`src/rtl/memory_dff_rd2_fwd.sv`:
```
// memory_dff_rd2_fwd: one-write, two-read flop memory with post-reset clear FSM; MEMORY_DFF_RD2_FWD_BYPASS_EN selects write-first reads.
module memory_dff_rd2_fwd #(
  parameter int AW = 4,
  parameter int DW = 4
) (
  input  logic          clk,
  input  logic          rst,
  input  logic          we,
  input  logic [AW-1:0] wa,
  input  logic [DW-1:0] wd,
  input  logic          re1,
  input  logic [AW-1:0] ra1,
  output logic [DW-1:0] rd1,
  output logic          rv1,
  input  logic          re2,
  input  logic [AW-1:0] ra2,
  output logic [DW-1:0] rd2,
  output logic          rv2,
  output logic          busy
);
  typedef enum logic {S_CLEAR, S_READY} state_t;
  state_t        r_state, w_next;
  logic [AW-1:0] r_ptr;
  logic [DW-1:0] r_mem [2**AW];
  logic          w_fwd1, w_fwd2;
`ifdef MEMORY_DFF_RD2_FWD_BYPASS_EN
  assign w_fwd1 = we && (wa == ra1);
  assign w_fwd2 = we && (wa == ra2);
`else
  assign w_fwd1 = 1'b0;
  assign w_fwd2 = 1'b0;
`endif
  always_ff @(posedge clk)
    r_state <= rst ? S_CLEAR : w_next;
  always_comb
    w_next = (r_state == S_CLEAR && r_ptr == {AW{1'b1}}) ? S_READY : r_state;
  always_comb
    busy = (r_state == S_CLEAR);
  always_ff @(posedge clk)
    if (rst) r_ptr <= '0;
    else if (busy) r_ptr <= AW'(r_ptr + 1'b1);
  // Reset leaves contents alone; the clear pass that follows zeroes them.
  always_ff @(posedge clk)
    if (!rst) begin
      if (busy) r_mem[r_ptr] <= '0;
      else if (we) r_mem[wa] <= wd;
    end
  always_ff @(posedge clk)
    if (rst || busy) begin
      rd1 <= '0;
      rv1 <= 1'b0;
      rd2 <= '0;
      rv2 <= 1'b0;
    end else begin
      rv1 <= re1;
      rv2 <= re2;
      if (re1) rd1 <= w_fwd1 ? wd : r_mem[ra1];
      if (re2) rd2 <= w_fwd2 ? wd : r_mem[ra2];
    end
endmodule

```
`config.mk`:
```
export PLATFORM = sky130hd
export DESIGN_NAME = memory_dff_rd2_fwd
export DESIGN_NICKNAME = d
export VERILOG_FILES = /design/src/rtl/memory_dff_rd2_fwd.sv
export SDC_FILE = /design/constraint.sdc
export NUM_CORES = 1
export LEC_CHECK = 0
export ABC_AREA = 1
export CAP_MARGIN = 20
export CORE_AREA = 2 2 167 87
export CTS_CLUSTER_DIAMETER = 100
export DETAILED_ROUTE_END_ITERATION = 16
export DIE_AREA = 0 0 169 89
export PLACE_DENSITY = 0.55
export REMOVE_ABC_BUFFERS = 1
export SYNTH_ARGS = -nofsm -noshare
export SYNTH_HDL_FRONTEND = slang
export SYNTH_SLANG_ARGS = --single-unit
```
`constraint.sdc`:
```
create_clock -name clk -period 2 [get_ports clk]
set_input_delay 0.2 -clock clk [delete_from_list [all_inputs] [get_ports clk]]
set_output_delay 0.2 -clock clk [all_outputs]
set_load 0.03 [all_outputs]
```
**Word-level counts from Yosys, hierarchy flattened**

Memory sizes are Yosys's and may differ from the RTL's. A register that Yosys moved wholly into a read port is not among the register bits.
Index checks and enable logic that the tools add are counted.

- Bits in registers: 7
- Latch bits: 0
- Memory bits (writable): 64
- Memory bits (read-only): 0
- Input port bits: 21
- Output and inout bits: 11
- Memories: 1

Memories:

| memory | depth | bits a word | rd ports | clocked after memory_dff | write ports | RTL line | text |
|---|---|---|---|---|---|---|---|
| r_mem | 16 | 4 | 2 | 2 | 1 | 24 | `logic [DW-1:0] r_mem [2**AW];` |

- Add/subtract/negate cells: 1
- Multiply operators: 0
- Divide/modulo/power cells: 0
- Magnitude comparators: 0
- Equality and inequality tests: 1
- Shift-type cells: 0
- Mux-type cells: 10
- Bitwise logic cells: 1
- Reduce and logical (&&, ||, !) cells: 3

Operators with widths:

| kind | number |
|---|---|
| $mux 1 | 8 |
| $mux 4 | 2 |
| $add 4x1->4 const B | 1 |
| $eq 4x4->1 const B | 1 |
| $reduce_or 4->1 | 1 |
| $logic_and 1x1->1 | 1 |
| $logic_or 1x1->1 | 1 |
| $not 1->1 | 1 |

**Longest topological paths before layout**

Gate-level depths: netlist of the first run.

- Depth in word-level cells: 6
- Depth in mapped cells: 11

**Least setup slack after synthesis of the first run**

Ideal clock, no wire load.

- Path type: reg-to-reg
- Start: reg r_state
- End: mem r_mem[0][0], enable pin
- Setup time: 0.329 ns
- Data arrival time: 1.324 ns
- Slack: 0.347 ns
- Stages on the path, launching flop included: 10
- Clock period less this slack: 1.653 ns
- Cells stage by stage: dfxtp_1 -> inv_2 -> nor2_4 -> nand2_2 -> buf_6 -> nand2_2 -> o21ai_4 -> inv_2 -> nand2_2 -> nor2_1

- Word-level cells in the longest chain between the ends: 5
- Elaborated cells between the ends (all ways): 9
- Classes of those cells: 8 x mux; 1 x reduce/logical

Ends and longest elaborated chain:

| element | RTL line | text |
|---|---|---|
| start: declaration | 22 | `state_t r_state, w_next;` |
| start signal: assignment | 34 | `r_state <= rst ? S_CLEAR : w_next;` |
| $mux 1 | 45 | `if (busy) r_mem[r_ptr] <= '0;` |
| $mux 1 | 44 | `if (!rst) begin` |
| $mux 1 (implied by the code) | 46 | `else if (we) r_mem[wa] <= wd;` |
| $reduce_or 4->1 (no line) | -- |  |
| $mux 4 (no line) or $mux 1 (tied branches) | -- |  |
| end: declaration | 24 |  |

Several ways; a longest one is shown, not always the timed one.

**Final worst setup path of the first run**

- Start: reg r_state
- End: mem r_mem[6][0], enable pin

The elaborated chain is that of the path after synthesis.

==> results of run 1 <==
[metal layers]
| metal | vias up | routed length [um] | track usage |
|---|---|---|---|
| met5 | - | 0 | 0 |
| met4 | 0 | 120 | 0.0458 |
| met3 | 9 | 896 | 0.0425 |
| met2 | 147 | 4700 | 0.238 |
| met1 | 1541 | 5310 | 0.210 |
| li1 | 1690 | - | - |
[per-stage QoR]
stage / setup WS, ns / instances / power (W) / hold slack [ns]
floorplan: 0.228 / 457 / 0.00203 / 0.279
global placement: -0.0365 / 700 / 0.00222 / 0.502
detailed placement: -0.0557 / 700 / 0.00222 / 0.501
CTS: 0.172 / 716 / 0.00384 / 0.509
global route: 0.00943 / 716 / 0.00397 / 0.547
finish: 0.175 / 716 / 0.00382 / 0.511
[sequential cells by signal, summed over array words and instances, names as in the netlist]
signal and count:
r_state 1, rd1 4, rd2 4, r_ptr 4, r_mem 64, rv2 1
rv1 1
[cells by family after synthesis]
family                     after synthesis  synth area share
AOI/OAI and AO/OA                        9            0.0194
adders and majority gates                1           0.00313
buffers and inverters                   60            0.0647
DFF                                     79             0.555
and+or+nand+nor                        334             0.358
[placed cells by master (no fill, tap or decap)]
cell             instances
nand3_2                  2
ha_1                     1
o31ai_1                  1
clkbuf_16                9
inv_1                   30
inv_2                    4
nand2_2                  8
o21ai_4                  2
o21ai_1                  1
dfxtp_1                 15
nor2_2                   1
a21oi_1                  2
clkinv_4                 1
edfxtp_1                64
nand3_1                109
clkinvlp_4               2
buf_12                   2
nand2_1                172
buf_4                   34
o21ai_2                  2
nor3_1                   1
nor2_1                  40
clkbuf_1                 2
nor2_4                   1
clkinv_2                 1
bufinv_16                1
clkdlybuf4s50_1         31
o21ai_0                  1
[worst reg2reg max path: stages, from the launching register on]
cell,delay [ns]
dfxtp_1,0.39
inv_2,0.10
nor2_4,0.10
nand2_2,0.11
o21ai_1,0.27
nand3_1,0.22
nor2_1,0.31
[how the worst max path moves through the flow]
stage,depth (start not counted),slack [ns],endpoint,start
floorplan,6,0.23,r_mem[6][0],r_state
global placement,10,-0.04,r_mem[10][1],rst
detailed placement,6,-0.06,r_mem[7][0],rst
CTS,6,0.17,r_mem[7][0],r_state
global route,6,0.009,r_mem[6][0],r_state
finish,6,0.18,r_mem[6][0],r_state
[final cells by class]
cell class              count  area (um2)  share of cell area
inverters                  34         128              0.0256
clock inverters             5        58.8              0.0118
repair buffers             67         606               0.121
clock buffers              11         233              0.0466
multi-input cells         344        1520               0.305
well taps                 176         220              0.0441
flip-flops and latches     79        2220               0.445
[repair_timing]
item / CTS / global route
gates resized for setup: 0 / 1
endpoints found under the setup margin: 0 / 4
buffers inserted: 0 / 0
hold buffers: 0 / 0
[power by group through the flow]
stage	sequential, W	clock [W]	combinational (W)
floorplan	0.00182	0	0.000205
global placement	0.00183	0	0.000396
detailed placement	0.00183	0	0.000396
CTS	0.00179	0.00165	0.000398
global route	0.00179	0.00173	0.000443
finish	0.00179	0.00162	0.000402
==> impl_metrics.csv, run 1 <==
group,metric,value,unit
status,status,"completed",
grt,antenna_found_initial,0,
grt,grtUsageTotal,0.153,
min_path,hold_path_startpoint,"r_ptr[1]",
cts,cts-root-buf,"clkbuf_16",
timing,worstMarginPinSlew,0.512,ns
yosys,avgSynthCellArea,8.29,um2
power,p_sw_frac,0.241,
critical_path,crit_family,"simple AND/OR/NAND/NOR gates",
critical_path,slowest_stage,"dfxtp_1",
power,p_switching,0.000920,W
cts,cts_num_sinks,79,
power,power.density,765,nW/um2
yosys,synthArstFlopShare,0,
routing,antenna_left,0,
critical_path,r2r_start,"r_state",
yosys,synth_top_area_frac,0.480,
power,pwr-share-seq,0.470,
min_path,hold_class,"reg2reg",
grt,grt_pass1_vias,3075,
cts,cts_buffer_depth,2,
power,clock_power_share,0.425,
placement,place_hpwl,7550,um
floorplan,die_area,15000,um2
timing,skew,0.00584,ns
timing,slew_headroom,0.658,
floorplan,num_rows,30,
grt,grt_max_degree,33,
power,combPwrFrac,0.105,
finish,n_fill_cell,1374,
critical_path,critical_path.max_fanout,6,
flow_run,drv_cap,0,
yosys,seq_area_frac_synth,0.555,
power,p_int,0.00290,W
yosys,synth_area_leaders,"edfxtp_1 (48%), nand2_1 (16%), nand3_1 (14%)",
routing,drcViolationCount,0,
critical_path,crit_buf_inv,1,
critical_path,crit_type,"reg2reg",
timing,finalMaxSlewViolations,0,
critical_path,worstPathCellList,"inv_2 -> nor2_4 -> nand2_2 -> o21ai_1 -> nand3_1 -> nor2_1",
finish,diodes,0,
critical_path,r2r_end,"r_mem[6][0]",
routing,routed_wl,11000,um
yosys,ys_types,22,
cts,cts_made_buffers,9,
finish,finish.utilization,0.371,
critical_path,crit_required,2.02,ns
critical_path,startpoint_type,"flip-flop",
min_path,hold_end,"r_ptr[1]",
finish,nets,557,
yosys,synth_top_area_cell,"edfxtp_1",
placement,placed_area,4700,um2
floorplan,floorplan.initialDensity,0.298,
finish,syn_to_final_growth,24.7,%
critical_path,reg2regPathDepth,6,
cts,cts.clk_slew.worst_paths,0.06,ns
floorplan,core,13400,um2
timing,fmax,0.548,GHz
timing,tns,0,ns
cts,cts_tree,"built",
cts,insertion_delay,0.34,ns
cts,h-tree-depth,3,
timing,fin_crit_sh,0.912,
yosys,ys_seq_elements,79,
finish,layout-drive-gt1-share,0.130,
placement,globalplace.congestion,0.794,
timing,hold_viol_final,0,
grt,overflow,0,
routing,dr.pass1.iters,5,
yosys,syn_area,4000,um2
grt,grt_pass1_wl,16900,um
critical_path,end_kind,"flip-flop",
routing,routedWlPerCell,15.4,um
critical_path,critPathMaxStageDelay,0.39,ns
min_path,hold_depth,2,
floorplan,die_x,169,um
timing,finalSetupViolCount,0,
timing,period_minus_slack,1.82,ns
placement,io_buffers,31,
yosys,synth_common_cells,"nand2_1 (172), nand3_1 (109), edfxtp_1 (64)",
yosys,yosysMostFrequentCell,"nand2_1",
yosys,synth_edf_count,64,
finish,fin_area,4990,um2
floorplan,die_h,89,um
yosys,netlist_instances,483,
power,peakVddDrop,0.000365,V
floorplan,io_pins,32,
routing,num_vias,3387,
yosys,synth_flop_cell,"edfxtp_1",
power,p_leak,2.12,nW
yosys,yosys_warnings,0,
routing,dr.first_iter.drc_count,325,
critical_path,reg2reg_setup_slack,0.18,ns
routing,vias_per_cell,4.73,
critical_path,arrival,1.84,ns
timing,grt_setup_unrepaired,"false",
Note: power is estimated with default switching activity, not from simulation.
==> run 2, diff against run 1 <==
CTS_BUF_LIST = sky130_fd_sc_hd__clkbuf_4   (was default)
SKIP_CTS_REPAIR_TIMING = 1   (was default)
==> run 2 against run 1 <==
- setup slack worse by 0.023 ns
- sequential share of layout area is 1.4 points higher
- critical path type unchanged
- routed wire length is 0.30% lower
- largest power group unchanged
- flip-flop and latch count stayed put
- register-to-register slack worse by 0.02 ns
- worst hold slack worse by 0.017 ns
- maximum frequency is 1.2% lower
- cell count stayed put
- die area stayed put
- sequential power hardly changed
- critical path depth stayed put
- combinational power hardly changed
- largest cell class unchanged
==> impl_metrics.csv, run 2 (synthesis gave the netlist of run 1 again) <==
group,metric,value,unit
status,status,"completed",
placement,placed_area,4700,um2
finish,layout-drive-gt1-share,0.133,
critical_path,startpoint_type,"flip-flop",
grt,grtUsageTotal,0.152,
placement,place_hpwl,7550,um
routing,routed_wl,11000,um
timing,grt_setup_unrepaired,"false",
routing,antenna_left,0,
floorplan,die_h,89,um
flow_run,drv_cap,0,
floorplan,num_rows,30,
min_path,hold_class,"in2reg",
finish,final_cell_mix,"nand2_1 (172), nand3_1 (109), edfxtp_1 (64), nor2_1 (40), buf_4 (34)",
grt,grt_max_degree,33,
cts,cts.clk_slew.worst_paths,0.12,ns
placement,io_buffers,31,
timing,finalSetupViolCount,0,
timing,skew,0.0149,ns
routing,dr.pass1.iters,7,
timing,fin_crit_sh,0.924,
power,p_leak,2.05,nW
timing,hold_viol_final,0,
cts,cts_buffer_depth,2,
routing,num_vias,3377,
floorplan,io_pins,32,
finish,fin_area,4840,um2
timing,slew_headroom,0.664,
floorplan,die_x,169,um
critical_path,crit_type,"reg2reg",
grt,antenna_found_initial,0,
floorplan,die_area,15000,um2
timing,fmax,0.541,GHz
finish,regMostFlops,"r_mem",
power,peakVddDrop,0.000204,V
finish,nets,557,
cts,cts-root-buf,"clkbuf_4",
timing,worstMarginPinSlew,0.504,ns
floorplan,floorplan.initialDensity,0.298,
timing,finalMaxSlewViolations,0,
finish,largest_reg_flops,64,
finish,layout_commonest_cell,"nand2_1",
routing,dr.first_iter.drc_count,326,
grt,grt_pass1_vias,3054,
routing,routedWlPerCell,15.4,um
placement,place_ws,-0.0557,ns
cts,insertion_delay,0.45,ns
finish,diodes,0,
cts,cts_tree,"built",
power,power.density,657,nW/um2
grt,grt_pass1_wl,16900,um
finish,syn_to_final_growth,20.9,%
critical_path,end_kind,"flip-flop",
critical_path,crit_required,2.13,ns
routing,vias_per_cell,4.72,
cts,h-tree-depth,3,
placement,globalplace.congestion,0.794,
routing,drcViolationCount,0,
cts,cts_num_sinks,79,
timing,period_minus_slack,1.85,ns
floorplan,core,13400,um2
grt,overflow,0,
critical_path,arrival,1.98,ns
cts,cts_made_buffers,9,
critical_path,critical_path.max_fanout,6,
timing,finalWorstSetupSlack,0.153,ns
[run 2: cell counts in the layout (fill, tap and decap cells not counted)]
Identical to the previous run, type by type.
[run 2: layout make-up]
cell class                      count  area, um2
Sequential cell                    79       2220
Tap cell                          176        220
Timing Repair Buffer               67        606
Clock buffer                       11       82.6
Inverter                           34        128
Clock inverter                      5       58.8
Multi-Input combinational cell    344       1520
Fill cell                        1395       8600
[run 2: path summary, 6_finish.rpt]
kind	depth (start not counted)	slack (ns)	startpoint	to
worst max-delay path	6	0.15	r_state	r_mem[6][0]
worst min-delay path	3	0.49	re1	rv1
worst max register to register	6	0.15	r_state	r_mem[6][0]
worst min register to register	2	0.53	r_ptr[1]	r_ptr[1]
[run 2: critical path, stage by stage, from the launching register on]
cell and delay (ns):
dfxtp_1 0.41, inv_2 0.10, nor2_4 0.10, nand2_2 0.11, o21ai_1 0.27, nand3_1 0.23, nor2_1 0.32
[run 2: per-layer routing]
metal | routed length (um) | up-vias | track usage | part of all wire
met5 | 0 | - | 0 | 0
met4 | 133 | 0 | 0.0451 | 0.012
met3 | 780 | 14 | 0.0354 | 0.071
met2 | 4680 | 138 | 0.237 | 0.43
met1 | 5410 | 1536 | 0.212 | 0.49
li1 | - | 1689 | - | -
[run 2: power breakdown]
group          internal [W]  switching, W
clock              0.000409      0.000578
sequential          0.00178     0.0000147
combinational      0.000151      0.000250
total               0.00234      0.000843
[run 2: stage by stage]
step | utilization | std cells | hold slack [ns] | total power [W] | setup TNS (ns)
final | 0.360 | 716 | 0.494 | 0.00318 | 0
after global routing | 0.360 | 716 | 0.490 | 0.00333 | 0
after CTS | 0.360 | 716 | 0.464 | 0.00320 | 0
after detailed placement | 0.350 | 700 | 0.501 | 0.00222 | -0.556
after global placement | 0.350 | 700 | 0.502 | 0.00222 | -0.244
after floorplan | - | 457 | 0.279 | 0.00203 | 0
==> run 3, diff against run 2 <==
SLEW_MARGIN = 20   (was default)
==> results of run 3 <==
Final layout, timing and power as in run 2 (identical DEF).
